**src/rtl/hazard_ctrl_if.sv**
```systemverilog
// Pipeline-to-hazard-unit bundle: register addresses, write qualifiers and
// multi-cycle handshake in, forwarding selects and pipeline enables/clears out.
interface hazard_ctrl_if;
  logic [3:0] RA1D, RA2D;
  logic [3:0] RA1E, RA2E;
  logic [3:0] WA3E, WA3M, WA3W;
  logic       RegWE, RegWM, RegWW;
  logic       MemtoRegE;
  logic       PCSrcE;
  logic       MCycleOpE, CondExE;
  logic       MCDone;

  logic [1:0] ForwardAE, ForwardBE;
  logic       EnF, EnD, EnE;
  logic       ClrD, ClrE, ClrM;
  logic       MCStart;
  logic       MCResultSel;
  logic       MCAbort;
  logic       MCError;

  // Pipeline datapath side
  modport master (
    output RA1D, RA2D, RA1E, RA2E, WA3E, WA3M, WA3W,
           RegWE, RegWM, RegWW, MemtoRegE, PCSrcE,
           MCycleOpE, CondExE, MCDone,
    input  ForwardAE, ForwardBE, EnF, EnD, EnE, ClrD, ClrE, ClrM,
           MCStart, MCResultSel, MCAbort, MCError
  );

  // Hazard controller side
  modport slave (
    input  RA1D, RA2D, RA1E, RA2E, WA3E, WA3M, WA3W,
           RegWE, RegWM, RegWW, MemtoRegE, PCSrcE,
           MCycleOpE, CondExE, MCDone,
    output ForwardAE, ForwardBE, EnF, EnD, EnE, ClrD, ClrE, ClrM,
           MCStart, MCResultSel, MCAbort, MCError
  );
endinterface

```
**src/rtl/hazard_ctrl.sv**
```systemverilog
// Hazard controller for the five-stage core: operand forwarding, load-use and
// branch stall/flush, and the IDLE/BUSY/DONE sequencer for the MCycle unit.
module hazard_ctrl #(
  parameter int MC_TIMEOUT = 64
) (
  input  logic        CLK,
  input  logic        Reset,
  hazard_ctrl_if.slave hz
);

  localparam int CW = $clog2(MC_TIMEOUT) + 1;

  typedef enum logic [1:0] {
    IDLE = 2'd0,
    BUSY = 2'd1,
    DONE = 2'd2
  } state_t;

  state_t          state_q, state_d;
  logic [CW-1:0]   count_q, count_d;
  logic            error_q, error_d;
  logic            ld_stall;
  logic            mc_req;

  // R15 reads come from the datapath's PC path, never from a bypass.
  function automatic logic [1:0] fwd_sel(
    input logic [3:0] ra,
    input logic       regwm,
    input logic [3:0] wa3m,
    input logic       regww,
    input logic [3:0] wa3w
  );
    if (ra == 4'd15)                 return 2'b00;
    else if (regwm && (wa3m == ra))  return 2'b10;
    else if (regww && (wa3w == ra))  return 2'b01;
    else                             return 2'b00;
  endfunction

  assign hz.ForwardAE = fwd_sel(hz.RA1E, hz.RegWM, hz.WA3M, hz.RegWW, hz.WA3W);
  assign hz.ForwardBE = fwd_sel(hz.RA2E, hz.RegWM, hz.WA3M, hz.RegWW, hz.WA3W);

  assign ld_stall = hz.MemtoRegE && hz.RegWE &&
                    ((hz.WA3E == hz.RA1D) || (hz.WA3E == hz.RA2D));
  assign mc_req   = hz.MCycleOpE && hz.CondExE;

  always_comb begin
    // NOTE: every signal gets a default before the case so no path leaves one unassigned (no latches).
    state_d        = state_q;
    count_d        = count_q;
    error_d        = error_q;
    hz.EnF         = 1'b1;
    hz.EnD         = 1'b1;
    hz.EnE         = 1'b1;
    hz.ClrD        = 1'b0;
    hz.ClrE        = 1'b0;
    hz.ClrM        = 1'b0;
    hz.MCStart     = 1'b0;
    hz.MCResultSel = 1'b0;
    hz.MCAbort     = 1'b0;

    unique case (state_q)
      IDLE: begin
        if (mc_req) begin
          hz.MCStart = 1'b1;
          hz.EnF     = 1'b0;
          hz.EnD     = 1'b0;
          hz.EnE     = 1'b0;
          hz.ClrM    = 1'b1;
          count_d    = '0;
          state_d    = BUSY;
        end else if (hz.PCSrcE) begin
          hz.ClrD = 1'b1;
          hz.ClrE = 1'b1;
        end else if (ld_stall) begin
          hz.EnF  = 1'b0;
          hz.EnD  = 1'b0;
          hz.ClrE = 1'b1;
        end
      end

      BUSY: begin
        hz.EnF  = 1'b0;
        hz.EnD  = 1'b0;
        hz.EnE  = 1'b0;
        hz.ClrM = 1'b1;
        count_d = count_q + 1'b1;
        // A result arriving on the last allowed cycle still counts as success.
        if (hz.MCDone) begin
          state_d = DONE;
        end else if (count_q == CW'(MC_TIMEOUT - 1)) begin
          hz.MCAbort = 1'b1;
          error_d    = 1'b1;
          hz.ClrE    = 1'b1;
          hz.EnF     = 1'b1;
          hz.EnD     = 1'b1;
          hz.EnE     = 1'b1;
          state_d    = IDLE;
        end
      end

      DONE: begin
        hz.MCResultSel = 1'b1;
        state_d        = IDLE;
      end

      default: state_d = IDLE;
    endcase
  end

  assign hz.MCError = error_q;

  // NOTE: reset is asynchronous so a reset mid-operation drops to IDLE without waiting for a clock edge.
  always_ff @(posedge CLK or posedge Reset) begin
    if (Reset) begin
      state_q <= IDLE;
      count_q <= '0;
      error_q <= 1'b0;
    end else begin
      // NOTE: non-blocking assignments keep every flop sampling pre-edge values.
      state_q <= state_d;
      count_q <= count_d;
      error_q <= error_d;
    end
  end

endmodule

```
**src/flat_wrapper.sv**
```systemverilog
// flat-port wrapper written by rule: the top's interface ports become plain ports
module hazard_ctrl_flat 
#(
  parameter int MC_TIMEOUT = 64
)
  (CLK, Reset, hz_RA1D, hz_RA2D, hz_RA1E, hz_RA2E, hz_WA3E, hz_WA3M, hz_WA3W, hz_RegWE, hz_RegWM, hz_RegWW, hz_MemtoRegE, hz_PCSrcE, hz_MCycleOpE, hz_CondExE, hz_MCDone, hz_ForwardAE, hz_ForwardBE, hz_EnF, hz_EnD, hz_EnE, hz_ClrD, hz_ClrE, hz_ClrM, hz_MCStart, hz_MCResultSel, hz_MCAbort, hz_MCError);
  hazard_ctrl_if hz_i ();
  input  logic CLK;
  input  logic Reset;
  input wire logic [$bits(hz_i.RA1D)-1:0] hz_RA1D;
  input wire logic [$bits(hz_i.RA2D)-1:0] hz_RA2D;
  input wire logic [$bits(hz_i.RA1E)-1:0] hz_RA1E;
  input wire logic [$bits(hz_i.RA2E)-1:0] hz_RA2E;
  input wire logic [$bits(hz_i.WA3E)-1:0] hz_WA3E;
  input wire logic [$bits(hz_i.WA3M)-1:0] hz_WA3M;
  input wire logic [$bits(hz_i.WA3W)-1:0] hz_WA3W;
  input wire logic [$bits(hz_i.RegWE)-1:0] hz_RegWE;
  input wire logic [$bits(hz_i.RegWM)-1:0] hz_RegWM;
  input wire logic [$bits(hz_i.RegWW)-1:0] hz_RegWW;
  input wire logic [$bits(hz_i.MemtoRegE)-1:0] hz_MemtoRegE;
  input wire logic [$bits(hz_i.PCSrcE)-1:0] hz_PCSrcE;
  input wire logic [$bits(hz_i.MCycleOpE)-1:0] hz_MCycleOpE;
  input wire logic [$bits(hz_i.CondExE)-1:0] hz_CondExE;
  input wire logic [$bits(hz_i.MCDone)-1:0] hz_MCDone;
  output wire logic [$bits(hz_i.ForwardAE)-1:0] hz_ForwardAE;
  output wire logic [$bits(hz_i.ForwardBE)-1:0] hz_ForwardBE;
  output wire logic [$bits(hz_i.EnF)-1:0] hz_EnF;
  output wire logic [$bits(hz_i.EnD)-1:0] hz_EnD;
  output wire logic [$bits(hz_i.EnE)-1:0] hz_EnE;
  output wire logic [$bits(hz_i.ClrD)-1:0] hz_ClrD;
  output wire logic [$bits(hz_i.ClrE)-1:0] hz_ClrE;
  output wire logic [$bits(hz_i.ClrM)-1:0] hz_ClrM;
  output wire logic [$bits(hz_i.MCStart)-1:0] hz_MCStart;
  output wire logic [$bits(hz_i.MCResultSel)-1:0] hz_MCResultSel;
  output wire logic [$bits(hz_i.MCAbort)-1:0] hz_MCAbort;
  output wire logic [$bits(hz_i.MCError)-1:0] hz_MCError;
  assign hz_i.RA1D = hz_RA1D;
  assign hz_i.RA2D = hz_RA2D;
  assign hz_i.RA1E = hz_RA1E;
  assign hz_i.RA2E = hz_RA2E;
  assign hz_i.WA3E = hz_WA3E;
  assign hz_i.WA3M = hz_WA3M;
  assign hz_i.WA3W = hz_WA3W;
  assign hz_i.RegWE = hz_RegWE;
  assign hz_i.RegWM = hz_RegWM;
  assign hz_i.RegWW = hz_RegWW;
  assign hz_i.MemtoRegE = hz_MemtoRegE;
  assign hz_i.PCSrcE = hz_PCSrcE;
  assign hz_i.MCycleOpE = hz_MCycleOpE;
  assign hz_i.CondExE = hz_CondExE;
  assign hz_i.MCDone = hz_MCDone;
  assign hz_ForwardAE = hz_i.ForwardAE;
  assign hz_ForwardBE = hz_i.ForwardBE;
  assign hz_EnF = hz_i.EnF;
  assign hz_EnD = hz_i.EnD;
  assign hz_EnE = hz_i.EnE;
  assign hz_ClrD = hz_i.ClrD;
  assign hz_ClrE = hz_i.ClrE;
  assign hz_ClrM = hz_i.ClrM;
  assign hz_MCStart = hz_i.MCStart;
  assign hz_MCResultSel = hz_i.MCResultSel;
  assign hz_MCAbort = hz_i.MCAbort;
  assign hz_MCError = hz_i.MCError;
  hazard_ctrl #(.MC_TIMEOUT(MC_TIMEOUT)) u_core (.CLK(CLK), .Reset(Reset), .hz(hz_i));
endmodule
```
**config.mk**
```make
export PLATFORM = sky130hd
export DESIGN_NAME = hazard_ctrl_flat
export DESIGN_NICKNAME = d
export VERILOG_FILES = /design/src/rtl/hazard_ctrl_if.sv /design/src/rtl/hazard_ctrl.sv /design/src/flat_wrapper.sv
export SDC_FILE = /design/constraint.sdc
export NUM_CORES = 1
export LEC_CHECK = 0
export ABC_CLOCK_PERIOD_IN_PS = 2700
export BUFFER_PORTS_ARGS = -buffer_cell sky130_fd_sc_hd__clkbuf_2
export CORE_UTILIZATION = 42
export CTS_CLUSTER_DIAMETER = 200
export CTS_CLUSTER_SIZE = 28
export DETAILED_ROUTE_END_ITERATION = 12
export PLACE_DENSITY = 0.78
export SLEW_MARGIN = 25
export SYNTH_ARGS = -nofsm -noshare
export SYNTH_HDL_FRONTEND = slang
export SYNTH_SLANG_ARGS = --single-unit
```
**constraint.sdc**
```tcl
create_clock -name CLK -period 2.7 [get_ports CLK]
set_input_delay 0.675 -clock CLK [delete_from_list [all_inputs] [get_ports CLK]]
set_output_delay 0.675 -clock CLK [all_outputs]
set_load 0.01 [all_outputs]
```
==> flow_metrics.tcl, run 1 <==
set metrics [dict create \
    grt_setup_unrepaired "false" \
    crit_path_cell_trace "ha_2 > nand3_2 > nor2_2 > nand2_4 > inv_2 > or4_1 > a2bb2oi_1 > clkbuf_2" \
    utilization_pct 64.7 \
    rows 15 \
    die_area_mm2 0.00222 \
    drive_above_1_share_pct 40.8 \
    timing.fmax_mhz 389 \
    cellLeakagePower_nw 0.606 \
    yosysSeqAreaShare_pct 29.3 \
    min-delay-path-class "in -> async" \
    synthArstFlopShare_pct 100 \
    peakVddDrop_uv 230 \
    vias_per_cell 5.07 \
    crit_cells 8 \
    powerDensity_mw_per_mm2 431 \
    fin_skew_ns 0.00530 \
    dp_hpwl_um 1770 \
    layout.nets 197 \
    ioPinCount 52 \
    synth_area_um2 853 \
    antenna_cells 0 \
    timing.final.ws_setup_ns 0.130 \
    port_buffers 51 \
    die_w_um 47.1 \
    grt_overflow 0 \
    setup_viol 0 \
    coreArea_mm2 0.00182 \
    grt_antenna_before_repair 0 \
    max_stage_delay_ns 0.46 \
    synth.avg_cell_area_um2 8.28 \
    status "finished clean" \
    finalPower_mw 0.508 \
    final_common_cell "clkbuf_2" \
    timing.final.crit_share_pct 95.2 \
    worstSetupStartpoint "u_core.count_q[0]" \
    r2r_start "u_core.state_q[1]" \
    start_kind "flip-flop" \
    cts-root-buf "clkbuf_4" \
    r2r.worst_path.cells 4 \
    crit_fanout 4 \
    wl_per_cell_um 11.4 \
    ys_types 33 \
    drc 0 \
    grtUsageTotal_pct 20.8 \
    synth_nets 142 \
    via_count 923 \
    drt_first_pass_iters 4 \
    die_y_um 47.1 \
    critPathCaptureType "output pin" \
    syn2layout_area_growth_pct 38.1 \
    synth-edff-count 0 \
    cp.arrival_ns 1.90 \
    htree_levels 1 \
    cts.clk_slew.worst_paths_ns 0.07 \
    cap_violations 0 \
    final_max_slew_viol_count 0 \
    tns_ns 0 \
    grt_max_degree 11 \
    yosys_most_used_dff "dfrtp_1" \
    cp_top_family "simple AND/OR/NAND/NOR gates" \
    crit_required_ns 2.03 \
    cts_buffer_depth 2 \
    gp_congestion 0.789 \
    synth-warning-count 0 \
    crit_path_top_delay_cell "or4_1" \
    grt_pass1_vias 819 \
    numCtsBuffers 3 \
    drt-total-wl_um 2080 \
    detail-route-antenna-nets 0 \
    grt_first_pass_wirelength_um 3250 \
    clock-sinks 10 \
    drt-initial-drc-count 7 \
    clk_latency_ns 0.27 \
    max_slew_margin_pct 72.6 \
    fin_crit_ns 2.57 \
    netlist_instances 103 \
    r2r_end "u_core.count_q[5]" \
    dpl_worst_slack_ns 0.292 \
    endpoint "hz_EnF" \
    cts_tree "done" \
    path_buf_inv 2 \
    synth-seq-cells 10 \
    hold_viol_final 0 \
    hold_buffers 0 \
    worstMarginPinSlew_ns 0.407 \
    mostFrequentLayoutCells "clkbuf_2 (51), xnor2_1 (12), dfrtp_1 (10)" \
    path_class "reg -> out" \
    initial_core_util_pct 46.9 \
    reg2reg_setup_slack_ns 1.35 \
]
-- synthesized netlist by cell type, drive strengths merged, types with 2 or more instances --
library cell / number / share of area [%]
xnor2: 12 / 12
dfrtp: 10 / 29
nand3: 10 / 5.9
inv: 8 / 3.5
nand2: 8 / 4.4
xor2: 7 / 7.2
nor2: 6 / 2.9
o21ai: 6 / 3.5
o21a: 4 / 3.5
nand4: 3 / 2.2
nor4: 3 / 2.2
o31ai: 3 / 2.6
or2: 3 / 2.2
a22o: 2 / 2.1
and2: 2 / 1.5
nand2b: 2 / 2.3
nor3: 2 / 1.2
o211ai: 2 / 1.8
-- worst reg2reg max path, cell delays in order, from the launching register on --
cell	delay, ns
dfrtp_1	0.44
and2b_1	0.30
nand4_1	0.19
o211ai_1	0.21
o31ai_1	0.10
-- registers in the layout, indices dropped and copies added, names as in the netlist --
signal / flops
u_core.hz.MCError: 1
u_core.count_q: 7
u_core.state_q: 2
-- power by group --
group,internal (mW),switching [mW]
registers,0.169,0.0235
clock network,0.0820,0.0544
logic,0.0876,0.0918
total,0.339,0.170
-- cell families after synthesis --
group,share of synthesized area (%)
simple gates,28.2
flops,29.3
compound gates,17.2
xor+xnor,19.5
buf+inv,4.40
fa+ha+maj,1.47
-- metal layers --
| metal | share of wire (%) | track usage [%] | up-vias |
|---|---|---|---|
| met5 | 0 | 0 | - |
| met4 | 0.58 | 8.00 | 0 |
| met3 | 5.0 | 4.62 | 2 |
| met2 | 52 | 36.4 | 28 |
| met1 | 42 | 24.6 | 419 |
| li1 | - | - | 474 |
-- through the flow --
step	std cells	hold WS (ns)	cell area (um2)
2_1_floorplan	103	0.445	853
3_3_place_gp	178	0.461	1130
3_5_place_dp	178	0.464	1130
4_1_cts	182	0.348	1170
5_1_grt	182	0.386	1180
6_report	182	0.341	1180
-- worst min-delay path by stage --
stage          slack, ns              start  cells after the start                 to
4_1_cts             0.35              Reset                      2  u_core.count_q[5]
5_1_grt             0.39              Reset                      2  u_core.count_q[5]
2_1_floorplan       0.44  u_core.count_q[6]                      1  u_core.count_q[6]
3_3_place_gp        0.46  u_core.count_q[6]                      1  u_core.count_q[6]
3_5_place_dp        0.46  u_core.hz.MCError                      1  u_core.hz.MCError
6_report            0.34              Reset                      2  u_core.count_q[5]
-- area by class of cell --
cell class / instances / area [um2]
inverter: 8 / 30.0
multi-input combinational: 84 / 576
tap: 25 / 31.3
timing repair buffer: 51 / 255
clock buffer: 4 / 36.3
fill: 170 / 642
sequential: 10 / 250
-- what timing repair did --
item | CTS | global route
endpoints found under the setup margin | 0 | 2
hold endpoints to repair | 0 | 0
gates resized for setup | 0 | 3
setup buffers | 0 | 0
Power figures use the tool's default switching activity.
==> inputs of run 2 (changes only) <==
--- a/config.mk
+++ b/config.mk
@@ -5,7 +5,7 @@
 export SDC_FILE = /design/constraint.sdc
 export NUM_CORES = 1
 export LEC_CHECK = 0
-export ABC_CLOCK_PERIOD_IN_PS = 2700
+export ABC_CLOCK_PERIOD_IN_PS = 2500
 export BUFFER_PORTS_ARGS = -buffer_cell sky130_fd_sc_hd__clkbuf_2
 export CORE_UTILIZATION = 42
 export CTS_CLUSTER_DIAMETER = 200
==> constraint.sdc (replaced) <==
create_clock -name CLK -period 2.5 [get_ports CLK]
set_input_delay 0.625 -clock CLK [delete_from_list [all_inputs] [get_ports CLK]]
set_output_delay 0.625 -clock CLK [all_outputs]
set_load 0.01 [all_outputs]
==> run 2 against run 1 <==
Final cell count is 1.6% higher; count of clock-buffer cells in the layout is 1 lower; combinational power is 31% higher; register-to-register slack worse by 0.17 ns; power is 8.6% higher; core utilization is 0.89 points higher; routed wire length is 9.5% higher; critical endpoint is now hz_EnD; largest power group is now combinational logic.
==> flow_metrics.tcl, run 2 (synthesis gave the netlist of run 1 again) <==
set metrics [dict create \
    status "finished clean" \
    cts-root-buf "clkbuf_4" \
    clk_latency_ns 0.27 \
    port_buffers 51 \
    rows 15 \
    syn2layout_area_growth_pct 40.0 \
    netSwitchingFraction_pct 34.8 \
    dp_hpwl_um 1890 \
    maxUsedRoutingLayer "met4" \
    grt_first_pass_wirelength_um 3550 \
    htree_levels 1 \
    fin_cells 185 \
    final_common_cell "clkbuf_2" \
    crit_required_ns 1.88 \
    tns_ns 0 \
    drive_above_1_share_pct 41.9 \
    coreArea_mm2 0.00182 \
    top_register "u_core.count_q" \
    drt_first_pass_iters 4 \
    detail-route-antenna-nets 0 \
    max_stage_delay_ns 0.46 \
    mostFrequentLayoutCells "clkbuf_2 (49), xnor2_1 (12), dfrtp_1 (10)" \
    grtUsageTotal_pct 22.2 \
    die_w_um 47.1 \
    timing.final.crit_share_pct 98.8 \
    dpl_cell_area_mm2 0.00113 \
    hold_viol_final 0 \
    cp.arrival_ns 1.84 \
    path_class "reg -> out" \
    die_area_mm2 0.00222 \
    cp_top_family "simple AND/OR/NAND/NOR gates" \
    route.met2.wl_um 1170 \
    fillers 168 \
    cts_buffer_depth 2 \
    fin_crit_ns 2.47 \
    crit_cells 8 \
    critPathCaptureType "output pin" \
    clock-sinks 10 \
    cellLeakagePower_nw 0.619 \
    cap_violations 0 \
    grt_overflow 0 \
    final_max_slew_viol_count 0 \
    reg2reg_setup_slack_ns 1.18 \
    combinationalPowerShare_pct 42.5 \
    power.net_switching_mw 0.192 \
    drt-initial-drc-count 24 \
    p_seq_share_pct 36.7 \
    cts_tree "done" \
    antenna_cells 0 \
    p_int_mw 0.360 \
    cts.clk_slew.worst_paths_ns 0.07 \
    wl_per_cell_um 12.3 \
    fin_skew_ns 0.00518 \
    worstMarginPinSlew_ns 0.423 \
    finalPower_mw 0.552 \
    dp_cells 178 \
    start_kind "flip-flop" \
    grt_setup_unrepaired "true" \
    timing.fmax_mhz 405 \
    grt_antenna_before_repair 0 \
    crit_fanout 4 \
    crit_path_cell_trace "ha_2 > nand3_2 > nor2_2 > nand2_4 > inv_2 > or4_1 > a2bb2oi_1 > buf_2" \
    utilization_pct 65.6 \
    finalInstanceArea_mm2 0.00119 \
    die_y_um 47.1 \
    gp_congestion 0.802 \
    setup_viol 0 \
    r2r.worst_path.cells 4 \
    path_buf_inv 2 \
    max_slew_margin_pct 71.5 \
    min-delay-path-class "in -> async" \
    largest_reg_flops 7 \
    dpl_worst_slack_ns 0.151 \
    detail_route.wirelength.met1_um 953 \
    numCtsBuffers 3 \
    layout.nets 201 \
    whs_ns 0.306 \
    initial_core_util_pct 46.9 \
    peakVddDrop_uv 268 \
    grt_pass1_vias 887 \
    timing.final.ws_setup_ns 0.0306 \
    met3_length_um 123 \
    grt_max_degree 11 \
    hold_buffers 0 \
    crit_path_top_delay_cell "or4_1" \
    via_count 972 \
    drt-total-wl_um 2270 \
    ioPinCount 52 \
    drc 0 \
    powerDensity_mw_per_mm2 462 \
    power.clock.fraction_pct 20.8 \
    vias_per_cell 5.25 \
]
[run 2: cell count changes in the layout (fill, tap and decap cells not counted), sizes merged]
cell | before | now
clkbuf | 55 | 52
buf | 0 | 6
[run 2: final cells by class]
class	count	area (um2)	share of cell area [%]
multi-input cells	84	576	48.2
inverters	8	30.0	2.51
flip-flops and latches	10	250	20.9
clock buffers	3	22.5	1.88
well taps	25	31.3	2.62
repair buffers	55	285	23.9
[run 2: path summary, 6_finish.rpt]
kind,from,to
max in group asynchronous,Reset,u_core.state_q[0]
worst min-delay path,Reset,u_core.count_q[5]
worst min register to register,u_core.hz.MCError,u_core.hz.MCError
worst max-delay path,u_core.count_q[0],hz_EnD
worst max register to register,u_core.state_q[1],u_core.count_q[5]
min in group CLK,u_core.hz.MCError,u_core.hz.MCError
[run 2: power groups by stage]
| stage | Combinational (mW) | Sequential [mW] | Clock [mW] |
|---|---|---|---|
| 2_1_floorplan | 0.115 | 0.202 | 0 |
| 3_3_place_gp | 0.184 | 0.205 | 0 |
| 3_5_place_dp | 0.193 | 0.209 | 0 |
| 4_1_cts | 0.223 | 0.201 | 0.118 |
| 5_1_grt | 0.259 | 0.204 | 0.125 |
| 6_report | 0.235 | 0.203 | 0.115 |
[run 2: layer usage]
metal,up-vias,GRT usage (%)
li1,485,-
met1,443,26.2
met5,-,0
met4,0,8.00
met2,40,38.6
met3,4,5.77
[run 2: what timing repair did]
action / 4_1_cts / 5_1_grt
setup endpoints to repair: 2 / 2
resized for setup: 3 / 2
buffers inserted: 2 / 2
pin swaps: 0 / 1
==> inputs of run 3 (changes only) <==
--- a/config.mk
+++ b/config.mk
@@ -7,11 +7,11 @@
 export LEC_CHECK = 0
 export ABC_CLOCK_PERIOD_IN_PS = 2500
 export BUFFER_PORTS_ARGS = -buffer_cell sky130_fd_sc_hd__clkbuf_2
-export CORE_UTILIZATION = 42
+export CORE_UTILIZATION = 40
 export CTS_CLUSTER_DIAMETER = 200
 export CTS_CLUSTER_SIZE = 28
 export DETAILED_ROUTE_END_ITERATION = 12
-export PLACE_DENSITY = 0.78
+export PLACE_DENSITY = 0.75
 export SLEW_MARGIN = 25
 export SYNTH_ARGS = -nofsm -noshare
 export SYNTH_HDL_FRONTEND = slang
==> run 3 against run 2 <==
Final cell count grew 2.2%; die area grew 4.8%; the run now ends with setup timing left; highest routed layer unchanged; combinational power grew 5%; critical endpoint unchanged; routed wire length shrank 2.6%; maximum frequency shrank 2.1%.
==> flow_metrics.tcl, run 3 (synthesis gave the netlist of run 1 again) <==
set metrics [dict create \
    critPathCaptureType "output pin" \
    clk_latency_ns 0.28 \
    reg2reg_setup_slack_ns 1.15 \
    r2r_end "u_core.count_q[6]" \
    min-delay-path-class "in -> async" \
    detail-route-antenna-nets 0 \
    path_class "reg -> out" \
    clock-sinks 10 \
    dp_cells 181 \
    final_common_cell "clkbuf_2" \
    dp_hpwl_um 1740 \
    fin_skew_ns 0.0127 \
    cellLeakagePower_nw 0.630 \
    timing.final.crit_share_pct 101 \
    r2r_start "u_core.count_q[0]" \
    die_w_um 48.2 \
    grt_pass1_vias 768 \
    hold_buffers 0 \
    utilization_pct 62.3 \
    initial_core_util_pct 43.1 \
    crit_fanout 4 \
    timing.final.ws_setup_ns -0.0231 \
    wl_per_cell_um 11.7 \
    largest_reg_flops 7 \
    via_count 956 \
    powerDensity_mw_per_mm2 459 \
    rows 16 \
    cap_violations 0 \
    port_buffers 51 \
    final_max_slew_viol_count 0 \
    worstSetupStartpoint "u_core.count_q[0]" \
    cts-root-buf "clkbuf_4" \
    cts_tree "done" \
    grt_setup_unrepaired "true" \
    cp.arrival_ns 1.90 \
    peakVddDrop_uv 204 \
    drt-initial-drc-count 13 \
    grt_first_pass_wirelength_um 3050 \
    die_y_um 48.2 \
    ioPinCount 52 \
    top_register "u_core.count_q" \
    status "complete, but fails checks" \
    crit_required_ns 1.88 \
    grt_antenna_before_repair 0 \
    cts_buffer_depth 2 \
    r2r.worst_path.cells 5 \
    drive_above_1_share_pct 43.8 \
    violations "setup timing" \
    hold_viol_final 0 \
    layout.nets 203 \
    dpl_cell_area_mm2 0.00114 \
    vias_per_cell 5.06 \
    cts.clk_slew.worst_paths_ns 0.07 \
    finalPower_mw 0.567 \
    worstMarginPinSlew_ns 0.387 \
    finalInstanceArea_mm2 0.00123 \
    mostFrequentLayoutCells "clkbuf_2 (49), xnor2_1 (12), dfrtp_1 (10)" \
    start_kind "flip-flop" \
    syn2layout_area_growth_pct 44.7 \
    antenna_cells 0 \
    dpl_worst_slack_ns 0.206 \
    max_slew_margin_pct 74.2 \
    grt_overflow 0 \
    fin_crit_ns 2.52 \
    drt_first_pass_iters 4 \
    fin_cells 189 \
    grt_max_degree 11 \
    coreArea_mm2 0.00198 \
    grtUsageTotal_pct 19.0 \
    die_area_mm2 0.00232 \
    drt-total-wl_um 2220 \
    drc 0 \
    setup_viol 2 \
    htree_levels 1 \
    timing.fmax_mhz 396 \
    numCtsBuffers 3 \
    gp_congestion 0.767 \
]
run 3: cell types whose count changed in the layout (fill, tap and decap cells not counted), sizes merged:
cell	change
buf	+2
run 3: worst max-delay path by stage:
stage                     slack (ns)  endpoint  cells past startpoint
after floorplan                 0.21    hz_EnF                      8
after global placement          0.24    hz_EnD                      8
after detailed placement        0.21    hz_EnD                      8
after CTS                       0.02    hz_EnD                      8
after global routing           -0.06    hz_EnF                      8
final                          -0.02    hz_EnD                      8
run 3: critical path: stages (launching register included):
cell	delay, ns
dfrtp_1	0.40
ha_2	0.21
nand3_4	0.10
nor2_4	0.04
nand2_4	0.07
inv_2	0.05
or4_4	0.47
a2bb2oi_2	0.14
buf_2	0.13
run 3: report_power, final:
group | switching [mW] | internal [mW]
registers | 0.0214 | 0.183
logic | 0.116 | 0.130
clock network | 0.0612 | 0.0558
run 3: per-layer routing:
layer / up-vias / share of wire [%] / global-route usage, %
li1: 487 / - / -
met1: 435 / 43 / 23.8
met2: 29 / 50 / 31.5
met3: 5 / 4.7 / 2.59
met4: 0 / 1.9 / 10.0
met5: - / 0 / 0
run 3: metrics by stage:
step                hold slack (ns)  TNS (ns)
global placement              0.455         0
finish                        0.287   -0.0448
floorplan                     0.445         0
detailed placement            0.463         0
CTS                           0.316         0
global route                  0.342    -0.125
run 3: final cells by class:
| type | count | area [um2] |
|---|---|---|
| multi-input combinational | 84 | 598 |
| timing repair buffer | 57 | 300 |
| tap | 27 | 33.8 |
| clock buffer | 3 | 22.5 |
| fill | 163 | 747 |
| sequential | 10 | 250 |
| inverter | 8 | 30.0 |
run 3: timing repair:
action	4_1_cts	5_1_grt
pin swaps	0	2
gates resized for setup	3	6
setup buffers	2	3
endpoints found under the setup margin	2	2
